$ cat src/rtl/elevator_pkg.sv
// Shared constants for the elevator button matrix: floors, column drive codes and key map.
package elevator_pkg;

  localparam int NUM_FLOORS = 4;

  localparam logic [1:0] FLOOR_1 = 2'd0;
  localparam logic [1:0] FLOOR_2 = 2'd1;
  localparam logic [1:0] FLOOR_3 = 2'd2;
  localparam logic [1:0] FLOOR_4 = 2'd3;

  localparam logic [3:0] COL0_N = 4'b1110;
  localparam logic [3:0] COL1_N = 4'b1101;
  localparam logic [3:0] COL2_N = 4'b1011;
  localparam logic [3:0] COL3_N = 4'b0111;

  // Key index within the 16-key matrix is {column, row}.
  localparam logic [1:0] KEY_CAB_COL        = 2'd0;
  localparam logic [1:0] KEY_UP_COL         = 2'd1;
  localparam logic [1:0] KEY_DOOR_OPEN_COL  = 2'd1;
  localparam logic [1:0] KEY_DOOR_OPEN_ROW  = 2'd3;
  localparam logic [1:0] KEY_DOOR_CLOSE_COL = 2'd2;
  localparam logic [1:0] KEY_DOOR_CLOSE_ROW = 2'd0;
  localparam logic [1:0] KEY_DOWN_COL       = 2'd2;
  localparam logic [1:0] KEY_STOP_COL       = 2'd3;
  localparam logic [1:0] KEY_STOP_ROW       = 2'd0;

  typedef struct packed {
    logic [NUM_FLOORS-1:0] cab;
    logic [NUM_FLOORS-1:0] up;
    logic [NUM_FLOORS-1:0] down;
  } req_vec_t;

  function automatic logic [3:0] key_idx(input logic [1:0] col, input logic [1:0] row);
    return {col, row};
  endfunction

  function automatic logic [3:0] col_code(input logic [1:0] col);
    logic [3:0] code;
    case (col)
      2'd0:    code = COL0_N;
      2'd1:    code = COL1_N;
      2'd2:    code = COL2_N;
      2'd3:    code = COL3_N;
      default: code = COL0_N;
    endcase
    return code;
  endfunction

endpackage

$ cat src/rtl/button_matrix_scanner_if.sv
// Controller-side bus of the button matrix scanner: pending requests, key pulses and the clear handshake.
interface button_matrix_scanner_if;
  logic       clr_valid;
  logic [1:0] clr_floor;
  logic [3:0] cab_req;
  logic [3:0] up_req;
  logic [3:0] down_req;
  logic       any_req;
  logic       stop_pulse;
  logic       door_open_pulse;
  logic       door_close_pulse;

  modport master (
    input  clr_valid, clr_floor,
    output cab_req, up_req, down_req, any_req,
    output stop_pulse, door_open_pulse, door_close_pulse
  );

  modport slave (
    output clr_valid, clr_floor,
    input  cab_req, up_req, down_req, any_req,
    input  stop_pulse, door_open_pulse, door_close_pulse
  );
endinterface

$ cat src/rtl/key_debounce.sv
// Per-key debouncer: counts consecutive sampled disagreements and flips the stable state after enough of them.
module key_debounce #(
  parameter int DEBOUNCE_SCANS = 4
) (
  input  logic clk,
  input  logic rst,
  input  logic sample_en_i,
  input  logic raw_i,
  output logic stable_o,
  output logic press_o
);

  localparam logic [3:0] LIMIT = 4'(DEBOUNCE_SCANS);

  logic       stable_q, stable_d;
  logic [3:0] cnt_q, cnt_d;

  // Counter saturates at LIMIT by resetting on the flip, so it never wraps.
  always_comb begin
    stable_d = stable_q;
    cnt_d    = cnt_q;
    press_o  = 1'b0;
    if (sample_en_i) begin
      if (raw_i == stable_q) begin
        cnt_d = 4'd0;
      end else if (cnt_q + 4'd1 >= LIMIT) begin
        stable_d = ~stable_q;
        cnt_d    = 4'd0;
        press_o  = raw_i;
      end else begin
        cnt_d = cnt_q + 4'd1;
      end
    end else begin
      cnt_d = cnt_q;
    end
  end

  always_ff @(posedge clk) begin
    if (rst) begin
      stable_q <= 1'b0;
      cnt_q    <= 4'd0;
    end else begin
      stable_q <= stable_d;
      cnt_q    <= cnt_d;
    end
  end

  assign stable_o = stable_q;

endmodule

$ cat src/rtl/button_matrix_scanner.sv
// Scans the 4x4 active-low elevator key matrix, debounces every key, latches floor calls
// until the controller clears them, and pulses the stop/door keys.
module button_matrix_scanner
  import elevator_pkg::*;
#(
  parameter int SCAN_BITS      = 18,
  parameter int DEBOUNCE_SCANS = 4
) (
  input  logic                   clk,
  input  logic                   rst,
  input  logic [3:0]             rows_n,
  output logic [3:0]             col_sel_n,
  button_matrix_scanner_if.master bus
);

  logic [SCAN_BITS-1:0] scan_q, scan_d;
  logic [3:0]           col_sel_n_q;
  logic [1:0]           col_s, col_next_s;
  logic                 sample_s;
  logic [15:0]          press_s;
  logic [15:0]          stable_s;

  req_vec_t             req_q, req_d;
  logic                 any_q, any_d;
  logic                 stop_q, open_q, close_q;
  logic [3:0]           clr_mask_s;
  logic [3:0]           cab_set_s, up_set_s, down_set_s;
  logic                 unused_s;

  assign scan_d     = scan_q + SCAN_BITS'(1);
  assign col_s      = scan_q[SCAN_BITS-1 -: 2];
  assign col_next_s = scan_d[SCAN_BITS-1 -: 2];
  // Rows are sampled on the last cycle of the dwell so they have settled.
  assign sample_s   = &scan_q[SCAN_BITS-3:0];

  always_ff @(posedge clk) begin
    if (rst) begin
      scan_q      <= '0;
      col_sel_n_q <= COL0_N;
    end else begin
      scan_q      <= scan_d;
      col_sel_n_q <= col_code(col_next_s);
    end
  end

  genvar k;
  generate
    for (k = 0; k < 16; k++) begin : g_key
      localparam logic [3:0] KI = 4'(k);
      key_debounce #(.DEBOUNCE_SCANS(DEBOUNCE_SCANS)) u_deb (
        .clk         (clk),
        .rst         (rst),
        .sample_en_i (sample_s && (col_s == KI[3:2])),
        .raw_i       (~rows_n[KI[1:0]]),
        .stable_o    (stable_s[k]),
        .press_o     (press_s[k])
      );
    end
  endgenerate

  assign cab_set_s  = press_s[{KEY_CAB_COL, 2'd3} -: 4];
  assign up_set_s   = {1'b0, press_s[{KEY_UP_COL, 2'd2} -: 3]};
  assign down_set_s = {press_s[{KEY_DOWN_COL, 2'd3} -: 3], 1'b0};
  assign clr_mask_s = bus.clr_valid ? (4'b0001 << bus.clr_floor) : 4'b0000;

  // Set is applied after clear, so a same-cycle set wins.
  always_comb begin
    req_d      = req_q;
    req_d.cab  = (req_q.cab  & ~clr_mask_s) | cab_set_s;
    req_d.up   = (req_q.up   & ~clr_mask_s) | up_set_s;
    req_d.down = (req_q.down & ~clr_mask_s) | down_set_s;
    any_d      = |{req_d.cab, req_d.up, req_d.down};
  end

  always_ff @(posedge clk) begin
    if (rst) begin
      req_q   <= '0;
      any_q   <= 1'b0;
      stop_q  <= 1'b0;
      open_q  <= 1'b0;
      close_q <= 1'b0;
    end else begin
      req_q   <= req_d;
      any_q   <= any_d;
      stop_q  <= press_s[key_idx(KEY_STOP_COL, KEY_STOP_ROW)];
      open_q  <= press_s[key_idx(KEY_DOOR_OPEN_COL, KEY_DOOR_OPEN_ROW)];
      close_q <= press_s[key_idx(KEY_DOOR_CLOSE_COL, KEY_DOOR_CLOSE_ROW)];
    end
  end

  // Column 3 rows 1..3 are wired but carry no function.
  assign unused_s = ^{press_s[15:13], stable_s};

  assign col_sel_n            = col_sel_n_q;
  assign bus.cab_req          = req_q.cab;
  assign bus.up_req           = req_q.up;
  assign bus.down_req         = req_q.down;
  assign bus.any_req          = any_q;
  assign bus.stop_pulse       = stop_q;
  assign bus.door_open_pulse  = open_q;
  assign bus.door_close_pulse = close_q;

endmodule
$ cat src/flat_wrapper.sv
// flat-port wrapper written by rule: the top's interface ports become plain ports
module button_matrix_scanner_flat import elevator_pkg::*;
#(
  parameter int SCAN_BITS      = 18,
  parameter int DEBOUNCE_SCANS = 4
)
  (clk, rst, rows_n, col_sel_n, bus_clr_valid, bus_clr_floor, bus_cab_req, bus_up_req, bus_down_req, bus_any_req, bus_stop_pulse, bus_door_open_pulse, bus_door_close_pulse);
  button_matrix_scanner_if bus_i ();
  input  logic clk;
  input  logic rst;
  input  logic [3:0] rows_n;
  output logic [3:0] col_sel_n;
  input wire logic [$bits(bus_i.clr_valid)-1:0] bus_clr_valid;
  input wire logic [$bits(bus_i.clr_floor)-1:0] bus_clr_floor;
  output wire logic [$bits(bus_i.cab_req)-1:0] bus_cab_req;
  output wire logic [$bits(bus_i.up_req)-1:0] bus_up_req;
  output wire logic [$bits(bus_i.down_req)-1:0] bus_down_req;
  output wire logic [$bits(bus_i.any_req)-1:0] bus_any_req;
  output wire logic [$bits(bus_i.stop_pulse)-1:0] bus_stop_pulse;
  output wire logic [$bits(bus_i.door_open_pulse)-1:0] bus_door_open_pulse;
  output wire logic [$bits(bus_i.door_close_pulse)-1:0] bus_door_close_pulse;
  assign bus_i.clr_valid = bus_clr_valid;
  assign bus_i.clr_floor = bus_clr_floor;
  assign bus_cab_req = bus_i.cab_req;
  assign bus_up_req = bus_i.up_req;
  assign bus_down_req = bus_i.down_req;
  assign bus_any_req = bus_i.any_req;
  assign bus_stop_pulse = bus_i.stop_pulse;
  assign bus_door_open_pulse = bus_i.door_open_pulse;
  assign bus_door_close_pulse = bus_i.door_close_pulse;
  button_matrix_scanner #(.SCAN_BITS(SCAN_BITS), .DEBOUNCE_SCANS(DEBOUNCE_SCANS)) u_core (.clk(clk), .rst(rst), .rows_n(rows_n), .col_sel_n(col_sel_n), .bus(bus_i));
endmodule
$ cat config.mk
export PLATFORM = sky130hd
export DESIGN_NAME = button_matrix_scanner_flat
export DESIGN_NICKNAME = d
export VERILOG_FILES = /design/src/rtl/elevator_pkg.sv /design/src/rtl/button_matrix_scanner_if.sv /design/src/rtl/key_debounce.sv /design/src/rtl/button_matrix_scanner.sv /design/src/flat_wrapper.sv
export SDC_FILE = /design/constraint.sdc
export NUM_CORES = 1
export LEC_CHECK = 0
export BUFFER_PORTS_ARGS = -buffer_cell sky130_fd_sc_hd__buf_4
export CAP_MARGIN = 20
export CORE_ASPECT_RATIO = 1.2
export CORE_UTILIZATION = 54
export DETAILED_ROUTE_END_ITERATION = 7
export MAX_ROUTING_LAYER = met4
export PLACE_DENSITY = 0.87
export SYNTH_ARGS = -nofsm -noshare
export SYNTH_HDL_FRONTEND = slang
export SYNTH_SLANG_ARGS = --single-unit
export TNS_END_PERCENT = 100
$ cat constraint.sdc
create_clock -name clk -period 2.1 [get_ports clk]
set_input_delay 0.105 -clock clk [delete_from_list [all_inputs] [get_ports clk]]
set_output_delay 0.105 -clock clk [all_outputs]
set_load 0.005 [all_outputs]
==> results.cfg, run 1 <==
[place]
dpl.cell_count = 613
place_congestion = 0.853
portBuffers = 28
placed_area_um2 = 4750
dp_hpwl_um = 6360

[sta]
hold-worst-slack_ns = 0.0130
finalHoldViolations = 0
timing.fmax_mhz = 491
period_needed_ns = 2.04
slew_headroom_pct = 61.7
worstMarginPinSlew_ns = 0.575
setup_viol = 0
slew_violations = 0
fin_crit_sh_pct = 97.0
skew_ns = 0.0104

[status]
status = finished, final reports clean

[yosys]
ys_async_sr_fraction_pct = 0
yosysSeqAreaShare_pct = 46.6
synthCells = 503
synth.area.top_cells = dfxtp_1 47%, nor2_1 5.3%, a21oi_1 5.0%, nand2_1 4.8%, ha_1 4.0%
synth-edff-count = 0
yosys.area.top_type_share_pct = 46.6
synth_nets = 526
ys_ff_latch = 103
yosysTopAreaCell = dfxtp_1
syn_area_um2 = 4420
ys_types = 47
synth_top_flop_cell = dfxtp_1
synth.avg_cell_area_um2 = 8.80
yosysWarnings = 0

[clocking]
cts_buffers = 9
root_buffer = clkbuf_8
insertion_delay_ns = 0.37
clk_pin_slew_ns = 0.10
htreeDepth = 3
cts_sinks = 103
cts_hold_buf = 0
cts_tree = done
cts_buffer_depth = 2

[cells_and_area]
layout.nets = 559
final_cell_mix = 95 x dfxtp_1, 63 x nor2_1, 56 x nand2_1
final_area_um2 = 5070
final_common_cell = dfxtp_1
area_growth_pct = 14.7
diodes = 0
drive_gt1_share_pct = 16.5
instances_no_fill = 633
final_core_util_pct = 65.1

[drt]
dr.pass1.iters = 7
drcViolationCount = 0
vias = 3747
wl_per_cell_um = 14.8
wirelength_um = 9390
avgViaCountPerCell = 5.92
drt-initial-drc-count = 220
postRouteAntennaNets = 0

[setup_path]
required_ns = 2.41
worst-endpoint-arrival_ns = 2.35
worstSetupEndpointType = flop
worstSetupPathType = reg -> reg
path_max_fanout = 15
start_kind = flop

[grt]
grt_pass1_wl_um = 15600
grt_pass1_vias = 3601
grt_util_met2_pct = 40.7
grt_usage_pct = 23.4
grt_overflow = 0
use_met1_pct = 26.0
grt-busiest-layer = met2
use_met3_pct = 4.48
antenna_found_initial = 0
grt_max_degree = 59

[hold_path]
min_path_type = in -> reg

[pwr]
p_leak_nw = 1.94
p_per_area_nw_per_um2 = 683
vdd_ir_drop_max_mv = 0.497

[floorplanning]
die_area_um2 = 8560
fp.dieH_um = 101
initial_utilization_pct = 56.8
row_count = 35
die_x_um = 84.6
coreArea_um2 = 7790
io_pins = 29

[flow_run]
drv_cap = 0
-- cell families (layout without fill, tap and decap cells) --
| logic type | count (synthesis) | after routing | share of synthesized area (%) |
|---|---|---|---|
| simple gates | 238 | 238 | 27.8 |
| flops | 103 | 103 | 46.6 |
| compound gates | 83 | 83 | 11.3 |
| xor+xnor | 36 | 36 | 7.13 |
| buf+inv | 25 | 63 | 2.35 |
| fa+ha+maj | 14 | 14 | 3.96 |
| mux | 4 | 4 | 0.905 |
-- path summary, 6_finish.rpt --
check	startpoint	end	slack [ns]	depth (start not counted)
max	u_core.scan_q[9]	u_core.g_key[10].u_deb.stable_o	0.06	7
min	rows_n[3]	u_core.bus.door_open_pulse	0.01	2
min reg2reg	u_core.scan_q[0]	u_core.scan_q[0]	0.45	1
max reg2reg	u_core.scan_q[9]	u_core.g_key[10].u_deb.stable_o	0.06	7
-- where the power goes --
part,internal [mW],leakage (nW),switching [mW],total [mW]
combinational,0.0307,0.992,0.0644,0.0950
clock,0.711,0.117,0.697,1.41
sequential,1.96,0.834,0.00661,1.96
total,2.70,1.94,0.768,3.46
-- flip-flops by register name (all words and copies together) (netlist names) --
signal                       flops
u_core.scan_q                   18
u_core.bus.down_req              4
u_core.bus.any_req               1
u_core.bus.up_req                4
u_core.col_sel_n                 4
u_core.bus.stop_pulse            1
u_core.bus.cab_req               4
u_core.g_key.u_deb.stable_o     13
u_core.bus.door_open_pulse       1
u_core.bus.door_close_pulse      1
u_core.g_key.u_deb.cnt_q        52
-- Yosys cell counts (5+ instances only) --
library cell / n
nand2_1: 56
and2_1: 26
xnor2_1: 19
a21oi_1: 44
dfxtp_1: 103
nor4_1: 6
nor3_1: 16
clkbuf_1: 16
or3_1: 9
o21ai_0: 12
ha_1: 14
xor2_1: 17
a31o_2: 9
nand4_1: 19
inv_1: 5
nand3_1: 15
nor2_1: 63
-- cell type report --
cell class / count / area (um2)
inverters: 5 / 18.8
well taps: 92 / 115
multi-input cells: 375 / 2300
clock inverters: 6 / 91.3
fillers: 610 / 2720
flip-flops and latches: 103 / 2080
repair buffers: 42 / 332
clock buffers: 10 / 138
-- critical path, stage by stage (launching register included) --
cell and delay (ns):
dfxtp_2 0.37, nand4_1 0.26, nor4_4 0.36, buf_6 0.16, nand3b_4 0.12, buf_12 0.18
or3_1 0.38, a21oi_2 0.14
-- stage by stage --
| step | setup slack (ns) | TNS (ns) | total power, mW |
|---|---|---|---|
| finish | 0.0640 | 0 | 3.46 |
| global route | -0.0125 | -0.0156 | 3.57 |
| CTS | 0.00641 | 0 | 3.46 |
| detailed placement | -0.0406 | -0.0432 | 2.10 |
| global placement | 0.0932 | 0 | 2.10 |
| floorplan | 0.142 | 0 | 2.07 |
-- timing repair --
action                                  CTS  global route
pin swaps                                 0             2
endpoints found under the setup margin    4            43
buffers inserted                          0             4
gates resized for setup                   3            16
-- layer usage --
layer / vias to the layer above / share of wire, % / wire, um
li1: 1828 / - / -
met4: 0 / 3.3 / 314
met2: 104 / 50 / 4680
met5: - / 0 / 0
met3: 35 / 3.7 / 349
met1: 1780 / 43 / 4040
Power figures use the tool's default switching activity.
==> inputs of run 2 (changes only) <==
--- a/config.mk
+++ b/config.mk
@@ -8,10 +8,11 @@
 export BUFFER_PORTS_ARGS = -buffer_cell sky130_fd_sc_hd__buf_4
 export CAP_MARGIN = 20
 export CORE_ASPECT_RATIO = 1.2
-export CORE_UTILIZATION = 54
+export CORE_UTILIZATION = 60
 export DETAILED_ROUTE_END_ITERATION = 7
+export GPL_TIMING_DRIVEN = 0
 export MAX_ROUTING_LAYER = met4
-export PLACE_DENSITY = 0.87
+export PLACE_DENSITY = 0.91
 export SYNTH_ARGS = -nofsm -noshare
 export SYNTH_HDL_FRONTEND = slang
 export SYNTH_SLANG_ARGS = --single-unit
==> constraint.sdc (replaced) <==
create_clock -name clk -period 2.45 [get_ports clk]
set_input_delay 0.1225 -clock clk [delete_from_list [all_inputs] [get_ports clk]]
set_output_delay 0.1225 -clock clk [all_outputs]
set_load 0.005 [all_outputs]
==> results.cfg, run 2 (synthesized netlist as in run 1, its figures left out) <==
[floorplanning]
initial_utilization_pct = 63.4
die_area_um2 = 7720
io_pins = 29
die_x_um = 80.4
fp.dieH_um = 96.1
coreArea_um2 = 6980
row_count = 33

[status]
status = finished, final reports clean

[pwr]
p_per_area_nw_per_um2 = 568
power.switching_mw = 0.672
p_seq_share_pct = 60.4
p_leak_nw = 1.86
power.total_mw = 2.78
vdd_ir_drop_max_mv = 0.348
internal_power_mw = 2.11
p_sw_share_pct = 24.1
p_comb_share_pct = 3.2
p_clk_share_pct = 36.5

[setup_path]
crit_start = u_core.scan_q[0]
worst-endpoint-arrival_ns = 2.64
path_max_fanout = 9
worstReg2RegStart = u_core.scan_q[0]
required_ns = 2.73
start_kind = flop
worstSetupEndpointType = flop
worstSetupPathType = reg -> reg

[cells_and_area]
largest_register = u_core.g_key.u_deb.cnt_q
area_growth_pct = 10.9
largest_reg_flops = 52
diodes = 0
final_cell_mix = 103 x dfxtp_1, 63 x nor2_1, 56 x nand2_1
final_common_cell = dfxtp_1
final_area_um2 = 4900
layout.nets = 561
drive_gt1_share_pct = 11.2
final_core_util_pct = 70.3

[grt]
grt_pass1_wl_um = 16000
grt_overflow = 0
grt_pass1_vias = 3524
grt_usage_pct = 28.1
antenna_found_initial = 0
grt_max_degree = 19

[sta]
timing.fmax_mhz = 422
slew_violations = 0
period_needed_ns = 2.37
slew_headroom_pct = 53.2
setup_viol = 0
skew_ns = 0.0132
finalHoldViolations = 0
fin_crit_sh_pct = 96.6
rsz0062_at_grt = yes
worstMarginPinSlew_ns = 0.702
fin_ws_ns = 0.0831

[clocking]
insertion_delay_ns = 0.37
cts_tree = done
cts_buffer_depth = 2
cts_hold_buf = 0
htreeDepth = 3
clk_pin_slew_ns = 0.10
root_buffer = clkbuf_8
cts_buffers = 9
cts_sinks = 103

[drt]
wl_per_cell_um = 15.7
avgViaCountPerCell = 6.06
postRouteAntennaNets = 0
dr.pass1.iters = 5
drcViolationCount = 0
vias = 3818
drt-initial-drc-count = 228
wirelength_um = 9910

[place]
pre_cts_ws_ns = -0.179
dp_hpwl_um = 6960
portBuffers = 24
place_congestion = 0.935
placed_area_um2 = 4710

[flow_run]
drv_cap = 0

[hold_path]
worstHoldStart = rows_n[0]
min_path_type = in -> reg
-- run 2: changes by cell type in the layout (fill, tap and decap cells not counted), moves of 2 or more --
cell / change
buf_2: +2
buf_4: -16
bufinv_16: -2
clkbuf_1: +16
dfxtp_1: +8
dfxtp_2: -6
dfxtp_4: -2
inv_6: +3
nor4_1: +2
nor4_2: -2
-- run 2: layout make-up --
class | count | area, um2
Clock buffer | 10 | 138
Buffer | 20 | 85.1
Inverter | 5 | 18.8
Timing Repair Buffer | 24 | 180
Tap cell | 87 | 109
Multi-Input combinational cell | 375 | 2260
Sequential cell | 103 | 2060
Fill cell | 510 | 2070
Clock inverter | 6 | 48.8
-- run 2: worst max-delay path: stages (launching register included) --
cell     delay (ns)
dfxtp_1        0.38
ha_1           0.22
nand3_2        0.19
nor2_1         0.27
nand2_1        0.14
nor3_2         0.53
o41ai_1        0.24
a41oi_1        0.29
-- run 2: stage by stage --
step                setup TNS, ns  std cells  hold slack [ns]
CTS                             0        630            0.117
global route               -0.695        630            0.129
detailed placement          -1.46        614            0.458
floorplan                       0        503            0.352
finish                          0        630            0.130
global placement           -0.697        614            0.438
-- run 2: what timing repair did --
| item | CTS | global route |
|---|---|---|
| endpoints found under the hold margin | 0 | 0 |
| resized for setup | 1 | 0 |
| buffers inserted | 0 | 0 |
| cloned | 0 | 0 |
| pin swaps | 0 | 1 |
| setup endpoints to repair | 13 | 17 |
-- run 2: layer usage --
layer / GRT usage, % / part of all wire, % / vias to the layer above
met5: - / 0 / -
met1: 32.0 / 42 / 1795
met2: 47.2 / 49 / 157
li1: - / - / 1831
met3: 4.27 / 5.8 / 35
met4: 15.6 / 3.8 / 0
-- run 2: worst paths after layout --
kind	end	slack (ns)	cells past startpoint
worst max-delay path	u_core.bus.any_req	0.08	7
worst min register to register	u_core.bus.stop_pulse	0.48	1
worst min-delay path	u_core.g_key[8].u_deb.cnt_q[1]	0.13	4
worst max register to register	u_core.bus.any_req	0.08	7
-- run 2: power groups by stage --
stage | Sequential [mW] | Combinational [mW] | Clock, mW
global route | 1.68 | 0.0931 | 1.10
floorplan | 1.72 | 0.0526 | 0
detailed placement | 1.72 | 0.0857 | 0
CTS | 1.68 | 0.0862 | 1.03
finish | 1.68 | 0.0878 | 1.02
global placement | 1.72 | 0.0830 | 0
